===== src/rtl/ncl_mult3_arbiter.sv =====
// Clocked round-robin front-end that shares one 3x3 NCL dual-rail multiplier among NREQ requesters.
// Sequences DATA/NULL wavefronts over Ki/Ko using synchronized completion detection of the product rails.

module ncl_mult3_arbiter #(
  parameter int  NREQ        = 4,
  parameter int  SYNC_STAGES = 2,
  parameter int  TIMEOUT     = 64,
  localparam int IDW         = $clog2(NREQ)
) (
  input  logic              clk,
  input  logic              rst,
  input  logic [NREQ-1:0]   req_valid,
  input  logic [3*NREQ-1:0] req_a,
  input  logic [3*NREQ-1:0] req_b,
  output logic [NREQ-1:0]   req_ready,
  output logic              rsp_valid,
  output logic [IDW-1:0]    rsp_id,
  output logic [5:0]        rsp_p,
  input  logic              rsp_ready,
  output logic [2:0]        mul_a_r1,
  output logic [2:0]        mul_a_r0,
  output logic [2:0]        mul_b_r1,
  output logic [2:0]        mul_b_r0,
  output logic              mul_ki,
  input  logic [5:0]        mul_p_r1,
  input  logic [5:0]        mul_p_r0,
  input  logic              mul_ko,
  output logic              err_timeout,
  output logic              err_illegal,
  output logic              busy
);

  localparam int            CW       = $clog2(TIMEOUT) + 1;
  localparam logic [CW-1:0] CNT_LAST = CW'(TIMEOUT - 1);

  typedef enum logic [1:0] {
    S_IDLE  = 2'd0,
    S_DATA  = 2'd1,
    S_NULLW = 2'd2,
    S_HALT  = 2'd3
  } state_t;

  function automatic logic f_all_data(input logic [5:0] r1, input logic [5:0] r0);
    return &(r1 ^ r0);
  endfunction

  function automatic logic f_all_null(input logic [5:0] r1, input logic [5:0] r0);
    return ~|(r1 | r0);
  endfunction

  function automatic logic f_illegal(input logic [5:0] r1, input logic [5:0] r0);
    return |(r1 & r0);
  endfunction

  state_t                 r_state;
  logic [IDW-1:0]         r_ptr;
  logic [IDW-1:0]         r_id;
  logic [CW-1:0]          r_cnt;
  logic [NREQ-1:0]        r_req_ready;
  logic                   r_rsp_valid;
  logic [IDW-1:0]         r_rsp_id;
  logic [5:0]             r_rsp_p;
  logic [11:0]            r_in;
  logic                   r_ki;
  logic                   r_err_timeout;
  logic                   r_err_illegal;
  logic                   r_busy;

  logic [SYNC_STAGES-1:0] r_ko_sync;
  logic [5:0]             r_p1_sync [SYNC_STAGES];
  logic [5:0]             r_p0_sync [SYNC_STAGES];

  logic                   w_ko_s;
  logic [5:0]             w_p1_s;
  logic [5:0]             w_p0_s;
  logic                   w_all_data;
  logic                   w_all_null;
  logic                   w_illegal;
  logic                   w_found;
  logic [IDW-1:0]         w_win;
  logic [IDW:0]           w_scan;
  logic [IDW-1:0]         w_ptr_nxt;
  logic [2:0]             w_op_a;
  logic [2:0]             w_op_b;

  // Per-bit synchronizers on every asynchronous multiplier output
  always_ff @(posedge clk) begin
    if (rst) begin
      r_ko_sync <= {SYNC_STAGES{1'b0}};
      for (int i = 0; i < SYNC_STAGES; i++) begin
        r_p1_sync[i] <= 6'd0;
        r_p0_sync[i] <= 6'd0;
      end
    end else begin
      r_ko_sync[0] <= mul_ko;
      r_p1_sync[0] <= mul_p_r1;
      r_p0_sync[0] <= mul_p_r0;
      for (int i = 1; i < SYNC_STAGES; i++) begin
        r_ko_sync[i] <= r_ko_sync[i-1];
        r_p1_sync[i] <= r_p1_sync[i-1];
        r_p0_sync[i] <= r_p0_sync[i-1];
      end
    end
  end

  assign w_ko_s     = r_ko_sync[SYNC_STAGES-1];
  assign w_p1_s     = r_p1_sync[SYNC_STAGES-1];
  assign w_p0_s     = r_p0_sync[SYNC_STAGES-1];
  assign w_all_data = f_all_data(w_p1_s, w_p0_s);
  assign w_all_null = f_all_null(w_p1_s, w_p0_s);
  assign w_illegal  = f_illegal(w_p1_s, w_p0_s);

  // Round-robin winner: first valid index at or above the pointer, wrapping
  always_comb begin
    w_found = 1'b0;
    w_win   = r_ptr;
    w_scan  = {(IDW+1){1'b0}};
    for (int i = 0; i < NREQ; i++) begin
      w_scan = {1'b0, r_ptr} + (IDW+1)'(i);
      if (w_scan >= (IDW+1)'(NREQ)) begin
        w_scan = w_scan - (IDW+1)'(NREQ);
      end else begin
        w_scan = w_scan;
      end
      if (!w_found && req_valid[w_scan[IDW-1:0]]) begin
        w_found = 1'b1;
        w_win   = w_scan[IDW-1:0];
      end else begin
        w_found = w_found;
      end
    end
  end

  // Pointer advance past the winner
  always_comb begin
    if (w_win == IDW'(NREQ - 1)) begin
      w_ptr_nxt = {IDW{1'b0}};
    end else begin
      w_ptr_nxt = w_win + IDW'(1);
    end
  end

  assign w_op_a = req_a[3*w_win +: 3];
  assign w_op_b = req_b[3*w_win +: 3];

  // Transaction sequencer: grant, DATA wavefront, NULL wavefront, timeout/halt
  always_ff @(posedge clk) begin
    if (rst) begin
      r_state       <= S_IDLE;
      r_ptr         <= {IDW{1'b0}};
      r_id          <= {IDW{1'b0}};
      r_cnt         <= {CW{1'b0}};
      r_req_ready   <= {NREQ{1'b0}};
      r_rsp_valid   <= 1'b0;
      r_rsp_id      <= {IDW{1'b0}};
      r_rsp_p       <= 6'd0;
      r_in          <= 12'd0;
      r_ki          <= 1'b1;
      r_err_timeout <= 1'b0;
      r_err_illegal <= 1'b0;
      r_busy        <= 1'b0;
    end else begin
      r_req_ready <= {NREQ{1'b0}};
      if (w_illegal) begin
        r_err_illegal <= 1'b1;
      end else begin
        r_err_illegal <= r_err_illegal;
      end
      if (r_rsp_valid && rsp_ready) begin
        r_rsp_valid <= 1'b0;
      end else begin
        r_rsp_valid <= r_rsp_valid;
      end
      case (r_state)
        S_IDLE: begin
          r_cnt <= {CW{1'b0}};
          r_ki  <= 1'b1;
          if (w_found && !r_rsp_valid && w_ko_s) begin
            r_req_ready[w_win] <= 1'b1;
            r_id    <= w_win;
            r_ptr   <= w_ptr_nxt;
            r_in    <= {w_op_a, ~w_op_a, w_op_b, ~w_op_b};
            r_busy  <= 1'b1;
            r_state <= S_DATA;
          end else begin
            r_in   <= 12'd0;
            r_busy <= 1'b0;
          end
        end
        S_DATA: begin
          // Illegal rails win over completion; a bad result is never delivered
          if (w_illegal) begin
            r_in    <= 12'd0;
            r_ki    <= 1'b0;
            r_cnt   <= {CW{1'b0}};
            r_state <= S_NULLW;
          end else if (w_all_data) begin
            r_rsp_p     <= w_p1_s;
            r_rsp_id    <= r_id;
            r_rsp_valid <= 1'b1;
            r_in        <= 12'd0;
            r_ki        <= 1'b0;
            r_cnt       <= {CW{1'b0}};
            r_state     <= S_NULLW;
          end else if (r_cnt == CNT_LAST) begin
            r_err_timeout <= 1'b1;
            r_in          <= 12'd0;
            r_ki          <= 1'b0;
            r_cnt         <= {CW{1'b0}};
            r_state       <= S_NULLW;
          end else begin
            r_cnt <= r_cnt + CW'(1);
          end
        end
        S_NULLW: begin
          r_in <= 12'd0;
          if (w_all_null && w_ko_s) begin
            r_ki    <= 1'b1;
            r_busy  <= 1'b0;
            r_cnt   <= {CW{1'b0}};
            r_state <= S_IDLE;
          end else if (r_cnt == CNT_LAST) begin
            r_err_timeout <= 1'b1;
            r_ki          <= 1'b0;
            r_cnt         <= {CW{1'b0}};
            r_state       <= S_HALT;
          end else begin
            r_ki  <= 1'b0;
            r_cnt <= r_cnt + CW'(1);
          end
        end
        S_HALT: begin
          r_in   <= 12'd0;
          r_ki   <= 1'b0;
          r_busy <= 1'b1;
          r_cnt  <= {CW{1'b0}};
        end
        default: begin
          r_in    <= 12'd0;
          r_ki    <= 1'b0;
          r_busy  <= 1'b1;
          r_cnt   <= {CW{1'b0}};
          r_state <= S_NULLW;
        end
      endcase
    end
  end

  assign req_ready   = r_req_ready;
  assign rsp_valid   = r_rsp_valid;
  assign rsp_id      = r_rsp_id;
  assign rsp_p       = r_rsp_p;
  assign mul_a_r1    = r_in[11:9];
  assign mul_a_r0    = r_in[8:6];
  assign mul_b_r1    = r_in[5:3];
  assign mul_b_r0    = r_in[2:0];
  assign mul_ki      = r_ki;
  assign err_timeout = r_err_timeout;
  assign err_illegal = r_err_illegal;
  assign busy        = r_busy;

endmodule


===== config.mk =====
export PLATFORM = sky130hd
export DESIGN_NAME = ncl_mult3_arbiter
export DESIGN_NICKNAME = d
export VERILOG_FILES = /design/src/rtl/ncl_mult3_arbiter.sv
export SDC_FILE = /design/constraint.sdc
export NUM_CORES = 1
export LEC_CHECK = 0
export ABC_AREA = 1
export CORE_ASPECT_RATIO = 2
export CORE_MARGIN = 4
export CORE_UTILIZATION = 51
export CTS_CLUSTER_DIAMETER = 120
export DETAILED_ROUTE_END_ITERATION = 8
export GPL_ROUTABILITY_DRIVEN = 1
export PLACE_DENSITY = 0.8
export SKIP_CTS_REPAIR_TIMING = 1
export SYNTH_ARGS = -nofsm -noshare
export SYNTH_HDL_FRONTEND = slang
export SYNTH_SLANG_ARGS = --single-unit
export TNS_END_PERCENT = 10

===== constraint.sdc =====
create_clock -name clk -period 2.2 [get_ports clk]
set_input_delay 0.55 -clock clk [delete_from_list [all_inputs] [get_ports clk]]
set_output_delay 0.55 -clock clk [all_outputs]
set_load 0.02 [all_outputs]

==> Yosys cells after proc, flatten, opt, wreduce, memory -nomap -nowiden <==
Memories as Yosys holds them, arrays and structs flattened.
Cells that the tools add are included.
Widths: inputs -> output; s select.
{ "word_totals": {"register_bits": 44, "memories": 2, "output_inout_bits": 29, "inputBits": 44, "wordCells": 154, "ram_bits": 24} }
{ "memory_table": {"columns": ["memory", "words", "width", "rd", "rd_ports_with_merged_regs", "wr", "line", "rtl"], "rows": [
  ["r_p0_sync", 2, 6, 2, 0, 2, "71", "logic [5:0] r_p0_sync [SYNC_STAGES];"],
  ["r_p1_sync", 2, 6, 2, 0, 2, "70", "logic [5:0] r_p1_sync [SYNC_STAGES];"]
]} }
{ "classes": {"eq_ne": 12, "muxes": 64, "shifts": 2, "n_addsub": 9, "magnitude_cmp": 10, "mul": 1, "reduce_logical": 28, "bitwise": 12} }
{ "op_table": {"columns": ["op", "count"], "rows": [
  ["$mux 12", 4],
  ["$pmux 12 s3", 1],
  ["$mux 2", 15],
  ["$mux 7", 4],
  ["$mux 1", 26],
  ["$mux 6", 4],
  ["$shiftx 12x5->3", 2],
  ["$pmux 7 s3", 1],
  ["$lt 2x3->1 const B", 5],
  ["$reduce_or 6->1", 2],
  ["$ne 2x2->1 const B", 5],
  ["$ge 3x3->1 const B", 3],
  ["$bmux 1 s2", 4],
  ["$logic_and 1x1->1", 8],
  ["$reduce_and 4->1", 2],
  ["$reduce_and 8->1", 1],
  ["$sub 2x1->2 const B", 4],
  ["$add 7x1->7 const B", 1],
  ["$eq 7x6->1 const B", 1],
  ["$add 2x2->3 const B", 2],
  ["$and 6x6->6", 1],
  ["$eq 2x2->1 const B", 3],
  ["$not 3->3", 2],
  ["$or 6x6->6", 1],
  ["other kinds (24)", 36]
]} }

==> Longest topological paths before layout <==
Gate-level depths: netlist of the first run.
{ "depth": {"ltp_word": 19, "ltp_mapped": 17, "depth_no_buf": 15} }

==> Worst setup path after synthesis of the first run <==
No wires, ideal clock.
{ "synth_timing": {"path_type": "input -> register", "startpoint": "input port req_valid[1]", "endpoint": "register r_ptr[1]", "path_slack_ns": 0.153, "path_stages": 13, "t_required_ns": 2.079, "arrival_ns": 1.926, "setup_time_ns": 0.121, "path_cell_list": "inv_1 > nand2_1 > nand3_1 > nand2_1 > nor2_4 > nand3_4 > inv_1 > nand2_1 > nand2_1 > buf_2 > ha_1 > o21ai_0 > a21oi_1"} }
{ "synth_via": {"word_cells_on_any_way": 28, "classes_between": "add/sub (1); eq/ne (1); mux (17); reduce/logical (9)"} }
{ "synth_rtl": {"columns": ["element", "line", "rtl"], "rows": [
  ["from (decl)", "12", "input logic [NREQ-1:0] req_valid,"],
  ["$bmux 1 s2", "125", "if (!w_found && req_valid[w_scan[IDW-1:0]]) begin"],
  ["$mux 1 (not written as such)", "125", null],
  ["$mux 1", "125", null],
  ["$logic_not 1->1", "125", null],
  ["$logic_and 1x1->1", "125", null],
  ["$mux 1", "125", null],
  ["$logic_not 1->1", "125", null],
  ["$logic_and 1x1->1", "125", null],
  ["$mux 1", "125", null],
  ["$logic_not 1->1", "125", null],
  ["$logic_and 1x1->1", "125", null],
  ["$mux 2 *", "125", null],
  ["net w_win[1]", "80", "logic [IDW-1:0] w_win;"],
  ["$add 2x1->2 / $eq 2x2->1 (equally long branches)", "139, 136", null],
  ["$mux 2 *", "136", "if (w_win == IDW'(NREQ - 1)) begin"],
  ["net w_ptr_nxt[1]", "82", "logic [IDW-1:0] w_ptr_nxt;"],
  ["to (signal assigned)", "150", "r_ptr <= {IDW{1'b0}};"],
  ["to (signal assigned)", "181", "r_ptr <= w_ptr_nxt;"],
  ["to (decl)", "56", "logic [IDW-1:0] r_ptr;"]
]} }
The timed path passes the listed nets; every way through them passes the cells marked *. The select of a mux whose other input is x is not followed.
A chain may end at the register's enable or synchronous reset.

==> Worst setup path after layout of the first run <==
{ "layout_timing": {"startpoint": "register r_ptr[0]", "endpoint": "register r_ptr[1]"} }
{ "layout_via": {"word_cells_on_any_way": 43, "classes_between": "add/sub (8); order compare (4); eq/ne (1); mux (21); reduce/logical (9)"} }
{ "layout_rtl": {"columns": ["element", "line"], "rows": [
  ["parallel branches: the longest is 13 deep, another holds $add 2x1->3", null],
  ["$mux 2 *", "125"],
  ["net w_win[0]", "80"],
  ["$add 2x1->2 / $eq 2x2->1 (equally long branches)", "139, 136"],
  ["$mux 2 *", "136"],
  ["net w_ptr_nxt[1]", "82"]
]} }
Mark *: on every way through the listed nets, which the timed path passes. The select of a mux whose other input is x is not followed.

==> results.md, run 1 <==
* Status: finished, final reports clean
* Syn Inst Count at 464
* Worst-case headroom to the max-slew limit at 65.42%
* Vias per inst at 5.038
* Synth Warn # at 0
* Critical Path End: r_ptr[1]$_SDFFE_PP0P_
* CP Class: flop to flop
* IO buf count at 72
* Post-synth top area share at 40.93%
* Core area at 6310 um^2
* CTS tree: yes
* Worst-skew pair later-pin latency at 0.33 ns
* # nets final at 606
* ANT cells at 0
* Worst path cell trace: inv_2 -> nand2_1 -> nand2_2 -> nand2_1 -> nand2_2 -> nand3_1 -> nand2_2 -> nand2_4 -> nand2_4 -> inv_1 -> ha_1 -> o21ai_0 -> a21oi_1
* Root Driver: clkbuf_16
* IO Count at 73
* Worst path depth at 13
* Vias in the first global route at 3,162
* Routed Antenna Nets at 0
* Setup violators final at 0
* Deepest clock path buffer count at 2
* Reg2Reg Setup Slack at 0.18 ns
* Cell variety after synth at 28
* # DRC at 0
* CP bufs+invs at 2
* Grt met3 use at 5.443%
* EDFF count, synth at 0
* Setup crit start: r_ptr[0]$_SDFFE_PP0P_
* M1 GR Usage at 19.86%
* Final period utilization at 91.95%
* Fin. Hold Viols at 0
* Met2 Use GR at 39.90%
* Area Growth Syn to Fin at 35.44%
* Antenna violations before repair at 0
* Vias at 3,174
* Ys flop type: dfxtp_1
* Avg Inst Size Synth at 7.167 um^2
* Hold WC Path Type: flop to flop
* Pwr Density at 919.6 nW/um^2
* Post-synthesis sequential area ratio at 40.93%
* Largest net degree at the start of global routing at 53
* Grt peak-use layer: met2
* Commonest non-fill, non-tap cell in the layout: nand2_1
* Post-synthesis net count at 530
* Max rail drop VDD at 0.0006894 V
* Final instance area at 4504 um^2
* Most frequent cells in the layout: nand2_1 (101), inv_1 (68), dfxtp_1 (67), clkdlybuf4s50_1 (67), nor2_1 (63)
* Post-detailed-routing wire length at 7923 um
* Critical Path Start Type: flop
* Crit-path max FO at 12
* Worst Path Arrival at 2.24 ns
* Max Slew Vio Count at 0
* Maxcap violations at 0
* Clk_skew at 0.002021 ns
* Initial core utilization at 52.71%
* Placer Congestion at 0.8624
* Wire per inst at 12.58 um
* Yosys top cell by area: dfxtp_1
* #FFs+latches synth at 68
* Element type at the critical path end: flop
* Layout cell share with drive strength beyond 1 at 7.721%
* Final min period at 2.023 ns
* Drt initial violations at 265
* Async SR Flop Fraction at 0%
* CP max stage cell: dfxtp_1
* Post-synthesis cell area at 3326 um^2
* Worst hold slack at 0.4016 ns
* Most used cell, CP: nand2_2
* Fmax at 494.3 MHz
* TNS Setup at 0 ns
* Critical path required time at 2.42 ns
* Leak at 0.002083 uW
* Post-layout util at 71.39%
* Critical R2R Capture: r_ptr[1]$_SDFFE_PP0P_
* First-pass GRT wire length at 13,190 um
* Critical Path Max Stage Delay at 0.34 ns
* Tightest Pin Transition at 0.5187 ns
* GR Util All Layers at 21.67%
* Dpl hpwl at 5962 um
* FF-to-FF Start: r_ptr[0]$_SDFFE_PP0P_
* Clk pin slew, worst setup/hold paths at 0.05 ns
* Pre-antenna DRT Iters at 4
* Reg2Reg Depth at 13
* Worst path top cell family by delay: simple AND/OR/NAND/NOR gates
* CTS Buf Count at 9
* Synth area leaders: dfxtp_1 (41%), nand2_1 (12%), ha_1 (8.3%)
* Die height at 122.2 um
* Num Clock Sinks at 68
* Row count at 41
* Die width at 65.10 um
* Grt ovf at 0
* H-tree lvl count at 3
* Die area at 7955 um^2
* Placed instance area at 4167 um^2
-- per-layer routing --
metal	routed length, um	part of all wire, %	up-vias
met5	0	0	-
met4	375	4.7	0
met3	391	4.9	31
met2	4445	56	108
met1	2711	34	1435
li1	-	-	1600
-- registers in the layout (all words and copies together) (netlist names) --
register,cells
busy,1
err_illegal,1
err_timeout,1
mul_ki,1
r_cnt,7
r_id,2
r_in,12
r_ko_sync,2
r_p0_sync,12
r_p1_sync,12
r_ptr,2
r_state,2
req_ready,4
rsp_id,2
rsp_p,6
rsp_valid,1
-- power breakdown --
part	leakage [uW]	switching, uW	internal, uW
logic	0.00139	766	527
clock network	0.000142	493	985
registers	0.000556	55.0	1320
-- cells in the mapped netlist (5+ instances only) --
cell type  number
clkbuf_1        8
a21oi_1        22
nand2_1       103
nand2_2         5
nor2_1         64
inv_1          69
nand3b_1        6
ha_1           22
nand3_1        55
a211oi_1        8
o21ai_0         8
dfxtp_1        68
-- layout make-up --
cell class	instances	area [um^2]
Clock buffer	11	232.7
Clock inverter	4	75.07
Fill cell	504	1805
Inverter	71	269.0
Multi-Input combinational cell	308	1615
Sequential cell	68	1363
Tap cell	86	107.6
Timing Repair Buffer	82	842.1
-- how the worst min path moves through the flow --
stage               slack, ns                  startpoint                          end  cells after the start
detailed placement       0.40  r_p0_sync[0][1]$_SDFF_PP0_   r_p0_sync[0][7]$_SDFF_PP0_                      2
global placement         0.39  r_p1_sync[0][4]$_SDFF_PP0_  r_p1_sync[0][10]$_SDFF_PP0_                      2
finish                   0.40  r_p1_sync[0][5]$_SDFF_PP0_  r_p1_sync[0][11]$_SDFF_PP0_                      2
global route             0.41  r_p1_sync[0][2]$_SDFF_PP0_   r_p1_sync[0][8]$_SDFF_PP0_                      2
floorplan                0.39     r_ko_sync[0]$_SDFF_PP0_      r_ko_sync[1]$_SDFF_PP0_                      2
CTS                      0.40  r_p0_sync[0][1]$_SDFF_PP0_   r_p0_sync[0][7]$_SDFF_PP0_                      2
-- worst reg2reg max path, stage by stage, from the launching register on --
cell and delay [ns]:
dfxtp_1 0.34, inv_2 0.18, nand2_1 0.10, nand2_2 0.14, nand2_1 0.09, nand2_2 0.11, nand3_1 0.13, nand2_2 0.12
nand2_4 0.07, nand2_4 0.08, inv_1 0.06, ha_1 0.28, o21ai_0 0.17, a21oi_1 0.05
-- cell families (layout without fill, tap and decap cells) --
group	count (synthesis)	in the layout	synth area share [%]
buffers and inverters	88	168	10.95
AO/OA/AOI/OAI	39	39	6.584
adder cells (fa/ha/maj)	22	22	8.277
XOR/XNOR	3	3	0.7902
flip-flops	68	68	40.93
AND/OR/NAND/NOR	244	244	32.47
-- per-stage QoR --
stage	power (uW)	worst slack, ns	cells
after floorplan	2221	0.1526	464
after global placement	2603	-0.1892	615
after detailed placement	2645	-0.2797	615
after CTS	4133	0.06745	630
after global routing	4377	-0.003956	630
final	4142	0.1771	630
(Power assumes the default switching activity.)
==> run 2: changes to the inputs <==
--- a/config.mk
+++ b/config.mk
@@ -7,9 +7,9 @@
 export LEC_CHECK = 0
 export ABC_AREA = 1
 export CORE_ASPECT_RATIO = 2
-export CORE_MARGIN = 4
+export CORE_MARGIN = 1.5
 export CORE_UTILIZATION = 51
-export CTS_CLUSTER_DIAMETER = 120
+export CTS_CLUSTER_DIAMETER = 50
 export DETAILED_ROUTE_END_ITERATION = 8
 export GPL_ROUTABILITY_DRIVEN = 1
 export PLACE_DENSITY = 0.8
==> run 2 against run 1 <==
- largest cell class unchanged
- design area rose by 0.28%
- register-to-register slack got worse by 0.02 ns
- routed wire length fell by 0.78%
- highest routed layer unchanged
- worst setup slack got worse by 0.13 ns
- hold slack got worse by 0.0022 ns
- critical path depth did not move
- sequential share of layout area fell by 0.084 points
- largest power group unchanged
- cell count rose by 0.16%
==> results.md, run 2 (same netlist as run 1, synthesis figures left out) <==
* Status: finished, final reports clean
* Grt ovf at 0 (unchanged)
* Maxcap violations at 0 (unchanged)
* Drt initial violations at 261 (-1.5%)
* Largest net degree at the start of global routing at 53 (unchanged)
* IO Count at 73 (unchanged)
* Element type at the critical path end: flop
* GR Util All Layers at 23.94% (+2.3 points)
* Clk pwr share at 36.7% (+1.0 points)
* Die area at 7044 um^2 (-11%)
* ANT cells at 0 (unchanged)
* Setup violators final at 0 (unchanged)
* Clk_skew at 0.004455 ns (+0.002434 ns)
* Max rail drop VDD at 0.0007211 V (+4.6%)
* Worst Path Arrival at 2.37 ns (+0.13 ns)
* Core area at 6310 um^2 (unchanged)
* Pre-antenna DRT Iters at 5 (+1)
* RSZ-0062 raised after global routing: true
* Layout cell share with drive strength beyond 1 at 8.440% (+0.72 points)
* Combinational share of power at 30.7% (-0.5 points)
* Root Driver: clkbuf_16
* Final min period at 2.151 ns (+0.1282 ns)
* CP bufs+invs at 2 (unchanged)
* Most frequent cells in the layout: nand2_1 (100), clkdlybuf4s50_1 (70), inv_1 (68)
* Worst path depth at 13 (unchanged)
* Leak at 0.002064 uW (-0.89%)
* Int Power at 2869 uW (+1.5%)
* IO buf count at 72 (unchanged)
* Critical Path Start Type: primary input
* Post-detailed-routing wire length at 7861 um (-0.78%)
* H-tree lvl count at 3 (unchanged)
* Dpl cells at 615 (unchanged)
* Final instance area at 4517 um^2 (+0.28%)
* CP max stage cell: clkdlybuf4s50_1
* Filler cells at 485 (-3.8%)
* Die width at 60.10 um (-7.7%)
* Total Power at 4214 uW (+1.7%)
* Die height at 117.2 um (-4.1%)
* Critical Path Max Stage Delay at 0.45 ns (+0.11 ns)
* Dpl hpwl at 5707 um (-4.3%)
* Num Clock Sinks at 68 (unchanged)
* CTS Buf Count at 9 (unchanged)
* Vias per inst at 5.027 (-0.22%)
* Tightest Pin Transition at 0.5196 ns (+0.0009477 ns)
* CTS tree: yes
* Final std cells w/o fill at 631 (+0.16%)
* Worst path cell trace: clkdlybuf4s50_1 -> nand2_1 -> nand2_2 -> nand2_2 -> nand2_2 -> nor2_4 -> nand3_4 -> inv_1 -> nand2_1 -> nand2_2 -> ha_1 -> o21ai_1 -> a21oi_1
* Wire per inst at 12.46 um (-0.94%)
* # nets final at 606 (unchanged)
* Deepest clock path buffer count at 2 (unchanged)
* Worst-skew pair later-pin latency at 0.33 ns (about the same)
* Final WS setup at 0.04894 ns (-0.1282 ns)
* Worst hold path depth at 2 (unchanged)
* Fmax at 464.9 MHz (-6.0%)
* Fin. Hold Viols at 0 (unchanged)
* Worst-case headroom to the max-slew limit at 65.36% (about the same)
* Placed instance area at 4167 um^2 (unchanged)
* Most used cell, CP: nand2_2
* Largest registers: r_in: 12 flops, r_p0_sync: 12 flops, r_p1_sync: 12 flops
* Register share of total power at 32.6% (-0.5 points)
* Commonest non-fill, non-tap cell in the layout: nand2_1
* First-pass GRT wire length at 12,530 um (-5.0%)
* Initial core utilization at 52.71% (unchanged)
* CP Class: primary input to flop
* Placer Congestion at 0.9038 (+4.8%)
* Worst path top cell family by delay: simple AND/OR/NAND/NOR gates
* Vias at 3,172 (-0.063%)
* Hold WC Path Type: flop to flop
* Routed Antenna Nets at 0 (unchanged)
* Critical path required time at 2.42 ns (about the same)
* Max Slew Vio Count at 0 (unchanged)
* Pwr Density at 933.1 nW/um^2 (+1.5%)
* Final period utilization at 97.78% (+5.8 points)
* Switching power at 1346 uW (+2.4%)
* Clk pin slew, worst setup/hold paths at 0.05 ns (about the same)
* Reg2Reg Depth at 13 (unchanged)
* Row count at 41 (unchanged)
* Vias in the first global route at 3,041 (-3.8%)
* Crit-path max FO at 4 (-8)
* Antenna violations before repair at 0 (unchanged)
* Dpl ws at -0.3011 ns (-0.02131 ns)
* Switching Fraction at 31.93% (+0.19 points)
* # DRC at 0 (unchanged)
* Area Growth Syn to Fin at 35.82%
-- run 2: power groups by stage --
stage                     combinational, uW  sequential (uW)  clock, uW
after floorplan                         804             1420          0
after detailed placement               1250             1400          0
after CTS                              1260             1370       1570
final                                  1300             1370       1550
after global routing                   1440             1380       1630
after global placement                 1210             1390          0
-- run 2: per-layer routing --
| layer | up-vias | global-route usage, % | routed length (um) |
|---|---|---|---|
| met5 | - | 0 | 0 |
| met4 | 0 | 12.74 | 191 |
| met3 | 17 | 6.264 | 361 |
| met2 | 112 | 44.71 | 4543 |
| met1 | 1439 | 22.54 | 2764 |
| li1 | 1604 | - | - |
-- run 2: path summary, 6_finish.rpt --
kind / from / slack [ns] / end
setup reg to reg: r_ptr[1]$_SDFFE_PP0P_ / 0.16 / r_ptr[1]$_SDFFE_PP0P_
hold / removal: r_p0_sync[0][5]$_SDFF_PP0_ / 0.40 / r_p0_sync[0][11]$_SDFF_PP0_
hold reg to reg: r_p0_sync[0][5]$_SDFF_PP0_ / 0.40 / r_p0_sync[0][11]$_SDFF_PP0_
setup / recovery: req_valid[0] / 0.05 / r_ptr[1]$_SDFFE_PP0P_
-- run 2: worst min-delay path, cell delays in order (launching register included) --
cell and delay [ns]:
dfxtp_1 0.29, inv_1 0.04, nor2_1 0.03
-- run 2: layout make-up --
| class | instances | area [um^2] | area share (%) |
|---|---|---|---|
| multi-input combinational | 308 | 1613 | 35.71 |
| sequential | 68 | 1363 | 30.17 |
| timing repair buffer | 82 | 838.3 | 18.56 |
| inverter | 71 | 269.0 | 5.956 |
| clock buffer | 10 | 239.0 | 5.291 |
| tap | 86 | 107.6 | 2.382 |
| clock inverter | 6 | 87.58 | 1.939 |
-- run 2: stage by stage --
step                      TNS [ns]  utilization, %  hold WS [ns]
final                            0           71.58        0.3994
after detailed placement    -4.924           66.03        0.3950
after floorplan                  0               -        0.3883
after global routing       -0.4160           71.58        0.4067
after CTS                        0           71.21        0.4015
after global placement      -3.492           66.03        0.3887
==> run 3: changes to the inputs <==
--- a/config.mk
+++ b/config.mk
@@ -8,11 +8,11 @@
 export ABC_AREA = 1
 export CORE_ASPECT_RATIO = 2
 export CORE_MARGIN = 1.5
-export CORE_UTILIZATION = 51
+export CORE_UTILIZATION = 45
 export CTS_CLUSTER_DIAMETER = 50
 export DETAILED_ROUTE_END_ITERATION = 8
 export GPL_ROUTABILITY_DRIVEN = 1
-export PLACE_DENSITY = 0.8
+export PLACE_DENSITY = 0.72
 export SKIP_CTS_REPAIR_TIMING = 1
 export SYNTH_ARGS = -nofsm -noshare
 export SYNTH_HDL_FRONTEND = slang
==> run 3 against run 2 <==
- die area up 13%
- non-clock buffer count is 1 higher
- register-to-register slack gained 0.04 ns
- global-route usage decreased by 3.3 points
- flip-flop and latch count is the same
- total power increased by 1.9%
- combinational power is essentially flat
- core utilization decreased by 8.5 points
- critical endpoint unchanged
==> results.md, run 3 (same netlist as run 1, synthesis figures left out) <==
* Status: finished, final reports clean
* Die width at 63.79 um (+6.1%)
* Worst-skew pair later-pin latency at 0.33 ns (about the same)
* IO buf count at 72 (unchanged)
* First-pass GRT wire length at 12,990 um (+3.6%)
* Maxcap violations at 0 (unchanged)
* Vias per inst at 4.851 (-3.5%)
* Pre-antenna DRT Iters at 4 (-1)
* Critical path required time at 2.41 ns (about the same)
* Final min period at 2.136 ns (-0.01497 ns)
* Clk_skew at 0.003115 ns (-0.001340 ns)
* CP Class: primary input to flop
* Critical R2R Capture: r_ptr[1]$_SDFFE_PP0P_
* Area Growth Syn to Fin at 36.83%
* Critical Path End: r_ptr[1]$_SDFFE_PP0P_
* Die area at 7947 um^2 (+13%)
* Hold WC Path Type: flop to flop
* Final std cells w/o fill at 637 (+0.95%)
* Commonest non-fill, non-tap cell in the layout: nand2_1
* Worst Path Arrival at 2.35 ns (-0.02 ns)
* Dpl hpwl at 5610 um (-1.7%)
* Tightest Pin Transition at 0.5091 ns (-0.01048 ns)
* Register area at 1363 um^2 (unchanged)
* Most frequent cells in the layout: nand2_1 (100), clkdlybuf4s50_1 (69), inv_1 (68)
* Max rail drop VDD at 0.0006018 V (-17%)
* CP max stage cell: clkdlybuf4s50_1
* Setup violators final at 0 (unchanged)
* TNS Setup at 0 ns (unchanged)
* CTS Buf Count at 9 (unchanged)
* ANT cells at 0 (unchanged)
* IO Count at 73 (unchanged)
* Multi-input combinational cell area at 1615 um^2 (+0.16%)
* Vias at 3,090 (-2.6%)
* Row count at 44 (+7.3%)
* Worst-case headroom to the max-slew limit at 66.06% (+0.70 points)
* CTS tree: yes
* GR Util All Layers at 20.66% (-3.3 points)
* Critical Path Max Stage Delay at 0.45 ns (about the same)
* Num Clock Sinks at 68 (unchanged)
* Filler cells at 652 (+34%)
* Worst path cell trace: clkdlybuf4s50_1 -> inv_1 -> nand2_1 -> nand3_1 -> nand2_1 -> nor2_4 -> nand4_2 -> nand2_4 -> inv_1 -> ha_1 -> o21ai_0 -> a21oi_1
* Dpl cells at 622 (+1.1%)
* Post-detailed-routing wire length at 7616 um (-3.1%)
* FF-to-FF Start: r_ptr[1]$_SDFFE_PP0P_
* Root Driver: clkbuf_16
* # nets final at 607 (+0.17%)
* # DRC at 0 (unchanged)
* Initial core utilization at 46.11% (-6.6 points)
* RSZ-0062 raised after global routing: true
* Largest registers: r_in: 12 flops, r_p0_sync: 12 flops, r_p1_sync: 12 flops
* Critical Path Start Type: primary input
* Drt initial violations at 231 (-11%)
* Deepest clock path buffer count at 2 (unchanged)
* Element type at the critical path end: flop
* Grt ovf at 0 (unchanged)
* Fmax at 468.1 MHz (+0.70%)
* Clk pin slew, worst setup/hold paths at 0.05 ns (about the same)
* Vias in the first global route at 3,013 (-0.92%)
* Pwr Density at 943.3 nW/um^2 (+1.1%)
* Wire per inst at 11.96 um (-4.0%)
* Leak at 0.002090 uW (+1.3%)
* Routed Antenna Nets at 0 (unchanged)
* Core area at 7212 um^2 (+14%)
* Die height at 124.6 um (+6.3%)
* Fin. Hold Viols at 0 (unchanged)
* Final period utilization at 97.10% (-0.68 points)
* H-tree lvl count at 3 (unchanged)
* Setup crit start: req_valid[1]
* Antenna violations before repair at 0 (unchanged)
* Total Power at 4293 uW (+1.9%)
* Crit-path max FO at 4 (unchanged)
* Placer Congestion at 0.8209 (-9.2%)
* Largest net degree at the start of global routing at 53 (unchanged)
* Reg2Reg Setup Slack at 0.20 ns (+0.04 ns)
* Max Slew Vio Count at 0 (unchanged)
* Layout cell share with drive strength beyond 1 at 8.073% (-0.37 points)
* Reg2Reg Depth at 12 (-1)
[run 3: critical path, delay by kind of cell]
family          cells  cell delay (ns)
buf+inv             3             0.60
fa+ha+maj           1             0.27
compound gates      2             0.22
simple gates        6             0.70
[run 3: through the flow]
| stage | hold slack, ns | instance area [um^2] | util, % | setup slack, ns |
|---|---|---|---|---|
| finish | 0.3986 | 4551 | 63.10 | 0.06391 |
| global route | 0.4210 | 4551 | 63.10 | -0.02331 |
| CTS | 0.3996 | 4522 | 62.70 | 0.05190 |
| detailed placement | 0.3921 | 4182 | 57.98 | -0.2643 |
| global placement | 0.3896 | 4182 | 57.98 | -0.2406 |
| floorplan | 0.3883 | 3326 | - | 0.1526 |
[run 3: report_power, final]
part | switching [uW] | internal [uW] | leakage [uW]
sequential | 56.3 | 1320 | 0.000556
clock | 500 | 1130 | 0.000162
combinational | 755 | 535 | 0.00137
total | 1310 | 2980 | 0.00209
[run 3: cell type report]
class | count | share of cell area (%)
Tap cell | 92 | 2.530
Sequential cell | 68 | 29.94
Clock inverter | 4 | 2.145
Multi-Input combinational cell | 308 | 35.50
Clock buffer | 11 | 5.334
Timing Repair Buffer | 83 | 18.64
Inverter | 71 | 5.911
[run 3: layer usage]
| layer | track usage, % | wire [um] | vias to the layer above |
|---|---|---|---|
| met5 | 0 | 0 | - |
| met4 | 12.15 | 306 | 0 |
| met3 | 4.155 | 287 | 24 |
| met2 | 37.93 | 4291 | 83 |
| met1 | 20.48 | 2730 | 1382 |
| li1 | - | - | 1601 |
[run 3: worst min-delay path by stage]
stage                                from  slack [ns]                     endpoint  depth (start not counted)
2_1_floorplan     r_ko_sync[0]$_SDFF_PP0_        0.39      r_ko_sync[1]$_SDFF_PP0_                          2
3_3_place_gp   r_p0_sync[0][3]$_SDFF_PP0_        0.39   r_p0_sync[0][9]$_SDFF_PP0_                          2
3_5_place_dp   r_p0_sync[0][4]$_SDFF_PP0_        0.39  r_p0_sync[0][10]$_SDFF_PP0_                          2
4_1_cts        r_p0_sync[0][4]$_SDFF_PP0_        0.40  r_p0_sync[0][10]$_SDFF_PP0_                          2
5_1_grt        r_p1_sync[0][2]$_SDFF_PP0_        0.42   r_p1_sync[0][8]$_SDFF_PP0_                          2
6_report       r_p0_sync[0][4]$_SDFF_PP0_        0.40  r_p0_sync[0][10]$_SDFF_PP0_                          2
